==> src/rtl/iob_vga_pixel_fetch.sv <==
`default_nettype none
// ============================================================================
// iob_vga_pixel_fetch: reads framebuffer pixels ahead of the VGA stage into a
// show-ahead pixel FIFO, with frame restart and sticky underflow reporting.
// Rev 1.0
// ============================================================================
module iob_vga_pixel_fetch #(
  parameter logic [31:0] BASE_ADDR    = 32'h0000_0000,
  parameter int unsigned FRAME_PIXELS = 307200,
  parameter int unsigned PIX_STRIDE   = 2,
  parameter int unsigned FIFO_DEPTH   = 16
) (
  input  logic        clk,
  input  logic        rst_n,
  input  logic        enable,
  input  logic        frame_sync,
  output logic        mem_req_valid,
  input  logic        mem_req_ready,
  output logic [31:0] mem_req_addr,
  input  logic        mem_rsp_valid,
  input  logic [15:0] mem_rsp_data,
  input  logic        pix_ready,
  output logic        pix_valid,
  output logic [15:0] pixel,
  output logic        underflow
);

  localparam int unsigned c_ptr_w = $clog2(FIFO_DEPTH);
  // Wide enough for fifo_count + outstanding plus one late request accepted in FLUSH
  localparam int unsigned c_cnt_w = c_ptr_w + 2;
  localparam logic [c_cnt_w-1:0] c_depth     = c_cnt_w'(FIFO_DEPTH);
  localparam logic [31:0]        c_stride    = 32'(PIX_STRIDE);
  localparam logic [31:0]        c_last_addr = BASE_ADDR + 32'((FRAME_PIXELS - 1) * PIX_STRIDE);

  typedef enum logic [1:0] {
    S_IDLE  = 2'd0,
    S_FETCH = 2'd1,
    S_FLUSH = 2'd2
  } state_t;

  state_t             r_state;
  state_t             w_state_next;
  logic               r_req_valid;
  logic [31:0]        r_req_addr;
  logic [c_cnt_w-1:0] r_outstanding;
  logic [c_cnt_w-1:0] r_fifo_count;
  logic [c_ptr_w-1:0] r_wr_ptr;
  logic [c_ptr_w-1:0] r_rd_ptr;
  logic [15:0]        r_fifo_mem [FIFO_DEPTH];
  logic               r_underflow;

  logic               w_req_hs;
  logic               w_req_stall;
  logic               w_rsp_dec;
  logic               w_flush_entry;
  logic               w_push;
  logic               w_pop;
  logic [31:0]        w_addr_incr;
  logic [c_cnt_w-1:0] w_outstanding_next;
  logic [c_cnt_w-1:0] w_fifo_count_next;
  logic [c_cnt_w-1:0] w_inflight_next;

  assign w_req_hs      = r_req_valid & mem_req_ready;
  assign w_req_stall   = r_req_valid & ~mem_req_ready;
  assign w_rsp_dec     = mem_rsp_valid & (r_outstanding != '0);
  assign w_flush_entry = (r_state == S_FETCH) & (frame_sync | ~enable);
  assign w_push        = (r_state == S_FETCH) & ~w_flush_entry & mem_rsp_valid;
  assign w_pop         = pix_valid & pix_ready;
  assign w_addr_incr   = (r_req_addr == c_last_addr) ? BASE_ADDR : r_req_addr + c_stride;

  assign mem_req_valid = r_req_valid;
  assign mem_req_addr  = r_req_addr;
  assign pix_valid     = (r_state == S_FETCH) && (r_fifo_count != '0);
  assign pixel         = pix_valid ? r_fifo_mem[r_rd_ptr] : 16'h0000;
  assign underflow     = r_underflow;

  always_comb begin
    w_state_next = r_state;
    case (r_state)
      S_IDLE:  if (enable && r_outstanding == '0) w_state_next = S_FETCH;
      S_FETCH: if (w_flush_entry) w_state_next = S_FLUSH;
      // A stalled request must be accepted (and its response drained) before leaving
      S_FLUSH: if (r_outstanding == '0 && !r_req_valid)
                 w_state_next = enable ? S_FETCH : S_IDLE;
      default: w_state_next = S_IDLE;
    endcase

    w_outstanding_next = r_outstanding;
    if (w_req_hs && !w_rsp_dec)
      w_outstanding_next = r_outstanding + c_cnt_w'(1);
    else if (!w_req_hs && w_rsp_dec)
      w_outstanding_next = r_outstanding - c_cnt_w'(1);

    if (w_flush_entry)
      w_fifo_count_next = '0;
    else
      w_fifo_count_next = r_fifo_count + c_cnt_w'(w_push) - c_cnt_w'(w_pop);

    w_inflight_next = w_fifo_count_next + w_outstanding_next;
  end

  always_ff @(posedge clk) begin
    if (!rst_n) begin
      r_state       <= S_IDLE;
      r_req_valid   <= 1'b0;
      r_req_addr    <= BASE_ADDR;
      r_outstanding <= '0;
      r_fifo_count  <= '0;
      r_wr_ptr      <= '0;
      r_rd_ptr      <= '0;
      r_underflow   <= 1'b0;
    end else begin
      r_state       <= w_state_next;
      r_outstanding <= w_outstanding_next;
      r_fifo_count  <= w_fifo_count_next;

      if (w_flush_entry) begin
        r_wr_ptr <= '0;
        r_rd_ptr <= '0;
      end else begin
        if (w_push) r_wr_ptr <= r_wr_ptr + c_ptr_w'(1);
        if (w_pop)  r_rd_ptr <= r_rd_ptr + c_ptr_w'(1);
      end

      // Reserve a FIFO slot for every request so responses can never overflow
      if (w_req_stall)
        r_req_valid <= 1'b1;
      else
        r_req_valid <= (w_state_next == S_FETCH) && (w_inflight_next < c_depth);

      if (w_req_hs)
        r_req_addr <= (r_state == S_FETCH && !w_flush_entry) ? w_addr_incr : BASE_ADDR;
      else if (!r_req_valid && (w_flush_entry || (r_state != S_FETCH && frame_sync)))
        r_req_addr <= BASE_ADDR;

      if (frame_sync)
        r_underflow <= 1'b0;
      else if (r_state == S_FETCH && pix_ready && !pix_valid)
        r_underflow <= 1'b1;
    end
  end

  always_ff @(posedge clk) begin
    if (w_push) r_fifo_mem[r_wr_ptr] <= mem_rsp_data;
  end

endmodule
`default_nettype wire

==> config.mk <==
export PLATFORM = sky130hd
export DESIGN_NAME = iob_vga_pixel_fetch
export DESIGN_NICKNAME = d
export VERILOG_FILES = /design/src/rtl/iob_vga_pixel_fetch.sv
export SDC_FILE = /design/constraint.sdc
export NUM_CORES = 1
export LEC_CHECK = 0
export ABC_AREA = 1
export CAP_MARGIN = 20
export CORE_MARGIN = 2
export CORE_UTILIZATION = 45
export CTS_CLUSTER_SIZE = 28
export DETAILED_ROUTE_END_ITERATION = 7
export PLACE_DENSITY = 0.65
export RECOVER_POWER = 50
export SLEW_MARGIN = 20
export SYNTH_ARGS = -nofsm -noshare
export SYNTH_HDL_FRONTEND = slang
export SYNTH_SLANG_ARGS = --single-unit
==> constraint.sdc <==
create_clock -name clk -period 3.91 [get_ports clk]
set_clock_uncertainty 0.1 [all_clocks]
set_input_delay 0.782 -clock clk [delete_from_list [all_inputs] [get_ports clk]]
set_output_delay 0.782 -clock clk [all_outputs]
set_load 0.01 [all_outputs]
==> impl_metrics.toml, run 1 <==
[critical_path]
startpoint_type = "register"
required_ps = 3030
regToRegSetupSlack_ps = 300
cp_max_fo = 50
r2r_cells = 22
reg2reg_to = "mem_req_valid"
rr_startpoint = "r_fifo_count[2]"
critPathCaptureType = "output port"
path_class = "reg2out"
worstPathArrival_ps = 2840

[logic_synthesis]
synth_commonest_cells = "256 x edfxtp_1, 171 x nand2_1, 136 x inv_1"
synth_cell_types = 51
yosys-top-cells-area = "edfxtp_1 55%, dfxtp_1 8.5%, o21ai_0 4.7%"
ys_async_sr_fraction_pct = 0
netlist_area_mm2 = 0.0139
yosysMostFrequentCell = "edfxtp_1"
syn_area_per_cell_um2 = 11.1
dominantRegCellSynth = "edfxtp_1"
yosysSeqAreaShare_pct = 63.8
synthCells = 1256
synth_fp_nets = 1299
synth_warnings = 0
synth_seq_cells = 315
synth_enable_flop_cells = 256
synth.largest_area_cell = "edfxtp_1"
synth_top_area_share_pct = 55.3

[floorplan]
row_count = 64
start_util_pct = 45.6
fp.dieH_um = 180
ios = 74
die-area_mm2 = 0.0323
core_mm2 = 0.0305
die_width_um = 180

[routing]
route.detailed.drc = 0
drtPass1Iterations = 5
avgViaCountPerCell = 5.29
vias = 9438
wl_per_cell_um = 17.5
drt_iter0_markers = 722
ant_nets = 0
wirelength_um = 31200

[clock_tree]
cts_tree = "yes"
htreeDepth = 2
root_buffer = "clkbuf_16"
cts_buffer_depth = 3
cts_buffers = 34
clkLatencyLatePin_ps = 520
clk_pin_slew_ps = 60
clock_sink_count = 315

[worst_hold_path]
min_from = "r_rd_ptr[3]"
hp-class = "reg2reg"
whs_path_depth = 2
holdPathEnd = "r_rd_ptr[3]"

[placed_design]
hpwl_um = 19700
dp_cells = 1726
io_buffers = 72
place_congestion = 0.870

[layout]
area_delta_synth_final_pct = 18.5
fin_nets = 1410
final_cells = 1785
drive_gt1_share_pct = 10.3
fillers = 2574

[timing]
max-slew-margin-rel_pct = 38.8
fin_crit_sh_pct = 95.1
setup_viol = 0
rsz0062_at_grt = "no"
tightest_slew_ps = 915
fmax_mhz = 269
period_minus_slack_ps = 3720
drv_slew = 0
hold_viol_final = 0
whs_ps = 373

[power]
p_int_uw = 6270
power.density_mw_per_mm2 = 524
seqPwrFrac_pct = 43.7
combPwrFrac_pct = 18.8
p_switching_uw = 2370
sw_frac_of_total_pct = 27.4
clkPwrFrac_pct = 37.4
leakagePower_uw = 0.00575
ir_worst_vdd_v = 0.000418

[global_route]
grt_max_degree = 65
antenna_found_initial = 1
overflow = 0
grt_pass1_wl_um = 49200
grt_use_total_pct = 19.1
grt_pass1_vias = 9030

[job]
drv_cap = 0

[outcome]
outcome = "finished clean"
logic make-up (layout without fill, tap and decap cells):
kind of cell               after synthesis  count (layout)  synth area share [%]
AOI/OAI and AO/OA                      278             278                  10.7
xor gates and xnor gates                12              12                 0.756
adders and majority gates               20              20                  1.85
buffers and inverters                  199             331                  5.73
DFF                                    315             315                  63.8
muxes                                   64              64                  4.61
other                                    1               2                0.0270
and+or+nand+nor                        367             367                  12.5
sequential cells by signal, summed over array words and instances (netlist names), named ones only:
| register | count |
|---|---|
| mem_req_valid | 1 |
| r_rd_ptr | 4 |
| r_wr_ptr | 4 |
| r_state | 2 |
| r_fifo_count | 6 |
| underflow | 1 |
| r_fifo_mem | 256 |
| r_outstanding | 6 |
| mem_req_addr | 31 |
worst max path at each step:
| stage | endpoint | slack [ps] | depth (start not counted) |
|---|---|---|---|
| finish | pixel[9] | 190 | 8 |
| CTS | pixel[11] | 20 | 7 |
| detailed placement | mem_req_valid | -240 | 23 |
| global placement | mem_req_valid | -120 | 24 |
| global route | pixel[9] | 20 | 8 |
| floorplan | mem_req_valid | 180 | 23 |
per-stage QoR:
step	total power [µW]	utilization, %	setup slack (ps)	cell area (µm²)	setup TNS [ps]
3_3_place_gp	5450	50.5	-118	15400	-118
5_1_grt	9070	54.0	16.7	16500	0
3_5_place_dp	5490	50.5	-245	15400	-245
6_report	8630	54.0	191	16500	0
2_1_floorplan	5010	-	183	13900	0
4_1_cts	8730	54.1	20.9	16500	0
final cells by class:
cell class              count  area [µm²]  share of cell area, %
inverters                 149         562                   3.41
multi-input cells         742        4200                   25.5
clock buffers              44         898                   5.46
well taps                 396         495                   3.01
clock inverters            13         220                   1.34
repair buffers            125        1210                   7.33
flip-flops and latches    315        8870                   53.9
diodes                      1        2.50                 0.0152
routing by layer:
metal | GRT usage, % | share of wire, %
met5 | 0 | 0
met4 | 6.24 | 2.7
met3 | 3.46 | 5.2
met2 | 31.1 | 47
met1 | 26.1 | 45
cells in the final DEF, fill, tap and decap left out, drive strengths merged, types with 17 or more instances in the layout:
cell	Yosys	final
ha	19	19
inv	148	150
buf	23	47
mux2i	64	64
nand3	29	29
a31oi	21	21
clkdlybuf4s50	0	53
dlygate4sd3	0	19
nand2	181	181
o211ai	19	19
nand4	17	17
dfxtp	59	59
o21ai	139	139
a21oi	89	89
clkbuf	27	50
nor2	96	96
nor3	26	26
edfxtp	256	256
repair_timing:
action,CTS,global route
buffers inserted,0,1
hold endpoints to repair,0,0
hold buffers,0,0
resized for setup,0,2
setup endpoints to repair,0,7
power groups by stage:
stage	Clock, µW	Sequential, µW	Combinational [µW]
2_1_floorplan	0	3820	1190
3_3_place_gp	0	3850	1610
3_5_place_dp	0	3850	1640
4_1_cts	3290	3780	1660
5_1_grt	3430	3780	1850
6_report	3230	3780	1630
critical path, cell delays in order, from the launching register on:
cell and delay [ps]:
dfxtp_4 550, buf_12 290, mux2i_1 120, o211ai_1 200, o21ai_1 110, nand2_1 80, nand2_1 70, a31oi_1 280
clkdlybuf4s50_1 610
Power figures use the tool's default switching activity.
==> inputs of run 2 (changes only) <==
--- a/config.mk
+++ b/config.mk
@@ -17,3 +17,4 @@
 export SYNTH_ARGS = -nofsm -noshare
 export SYNTH_HDL_FRONTEND = slang
 export SYNTH_SLANG_ARGS = --single-unit
+export TNS_END_PERCENT = 5
==> run 2 against run 1 <==
Effect of this change:
- worst hold slack got worse by 0.79 ps
- setup slack got worse by 94 ps
- routed wire length fell by 0.22%
- flip-flop and latch count did not move
- critical path type unchanged
- largest cell class unchanged
==> impl_metrics.toml, run 2 (synthesis results as in run 1) <==
[timing]
setup-tns-final_ps = 0
setup_viol = 0
tightest_slew_ps = 911
drv_slew = 0
max-slew-margin-rel_pct = 39.1
fmax_mhz = 262
period_minus_slack_ps = 3810
hold_viol_final = 0
rsz0062_at_grt = "yes"
whs_ps = 373
fin_crit_sh_pct = 97.5

[placed_design]
io_buffers = 72
place_area_mm2 = 0.0154
hpwl_um = 19700
place_congestion = 0.870
dp_cells = 1726

[critical_path]
path_cells = "buf_12, mux2i_1, o211ai_1, o21ai_1, nand2_1, nand2_1, a31oi_1, clkdlybuf4s50_1"
startpoint_type = "register"
critPathSlowestCell = "dfxtp_4"
required_ps = 3030
critPathCaptureType = "output port"
cp_common_cell = "nand2_1"
cp_max_fo = 50
rr_startpoint = "r_fifo_count[2]"
max_stage_delay_ps = 630
worstPathArrival_ps = 2930
path_class = "reg2out"

[layout]
final_cell_mix = "256 x edfxtp_1, 174 x nand2_1, 139 x inv_1"
multi_input_area_mm2 = 0.00420
drive_gt1_share_pct = 10.2
final_cells = 1784
area_delta_synth_final_pct = 18.4
top_register = "r_fifo_mem"
final_common_cell = "edfxtp_1"
fin_area_mm2 = 0.0165
fillers = 2575
largest_reg_flops = 256
final-seq-area_mm2 = 0.00887
fin_nets = 1409

[floorplan]
die-area_mm2 = 0.0323
fp.dieH_um = 180
start_util_pct = 45.6
core_mm2 = 0.0305
die_width_um = 180
ios = 74
row_count = 64

[power]
clkPwrFrac_pct = 37.5
power.density_mw_per_mm2 = 524
leakagePower_uw = 0.00575
p_switching_uw = 2360
combPwrFrac_pct = 18.7
sw_frac_of_total_pct = 27.4
p_int_uw = 6270
seqPwrFrac_pct = 43.8
ir_worst_vdd_v = 0.000417

[clock_tree]
postCtsHoldBufs = 0
cts_tree = "yes"
cts_buffers = 34
cts_buffer_depth = 3
clk_pin_slew_ps = 60
clock_sink_count = 315
clkLatencyLatePin_ps = 510
root_buffer = "clkbuf_16"
htreeDepth = 2

[job]
drv_cap = 0

[worst_hold_path]
hp-class = "reg2reg"
min_from = "r_rd_ptr[3]"

[global_route]
grt_max_degree = 65
grt_pass1_wl_um = 49200
grt_pass1_vias = 9030
grt_use_total_pct = 19.1
antenna_found_initial = 1
overflow = 0

[routing]
drtPass1Iterations = 5
avgViaCountPerCell = 5.29
vias = 9438
route.detailed.drc = 0
wirelength_um = 31100
drt_iter0_markers = 723
wl_per_cell_um = 17.4
ant_nets = 0

[outcome]
outcome = "finished clean"
-- run 2: cell types whose count changed in the layout (fill, tap and decap cells not counted) --
| cell | change |
|---|---|
| dlygate4sd3_1 | +1 |
| clkdlybuf4s50_1 | -1 |
| buf_6 | -1 |
-- run 2: path summary, 6_finish.rpt --
kind | end | slack, ps | cells after the start
max reg2reg | mem_req_valid | 310 | 22
max | pixel[9] | 100 | 8
min | r_rd_ptr[3] | 370 | 2
min reg2reg | r_rd_ptr[3] | 370 | 2
-- run 2: cell type report --
type / instances / area share (%)
Sequential cell: 315 / 53.9
Multi-Input combinational cell: 742 / 25.6
Timing Repair Buffer: 124 / 7.27
Clock buffer: 44 / 5.46
Inverter: 149 / 3.41
Tap cell: 396 / 3.01
Clock inverter: 13 / 1.34
Antenna cell: 1 / 0.0152
-- run 2: through the flow --
| step | worst slack, ps | power (µW) | util [%] |
|---|---|---|---|
| 5_1_grt | -94.2 | 9060 | 53.9 |
| 6_report | 96.7 | 8630 | 53.9 |
| 2_1_floorplan | 183 | 5010 | - |
| 3_5_place_dp | -245 | 5490 | 50.5 |
| 3_3_place_gp | -118 | 5450 | 50.5 |
| 4_1_cts | 20.9 | 8730 | 54.1 |
-- run 2: power groups by stage --
stage                     logic (µW)  clock network [µW]  registers (µW)
after global routing            1840                3430            3790
after detailed placement        1640                   0            3850
after global placement          1610                   0            3850
after CTS                       1660                3290            3780
after floorplan                 1190                   0            3820
final                           1610                3230            3780
-- run 2: layer usage --
layer	vias up	routed length, µm	track usage [%]
met5	-	0	0
met4	0	821	6.24
met3	52	1630	3.46
met2	264	14700	31.1
met1	4501	14000	26.1
li1	4621	-	-
-- run 2: what timing repair did --
item                                   in CTS  in global routing
buffers inserted                            0                  0
resized for setup                           0                  2
endpoints found under the hold margin       0                  0
setup endpoints to repair                   0                  7
-- run 2: worst max-delay path: cells and delay by family (launching register included) --
family / cells / cell delay (ps)
simple gates: 2 / 150
buf+inv: 2 / 930
mux: 1 / 120
compound gates: 3 / 590
flops: 1 / 630
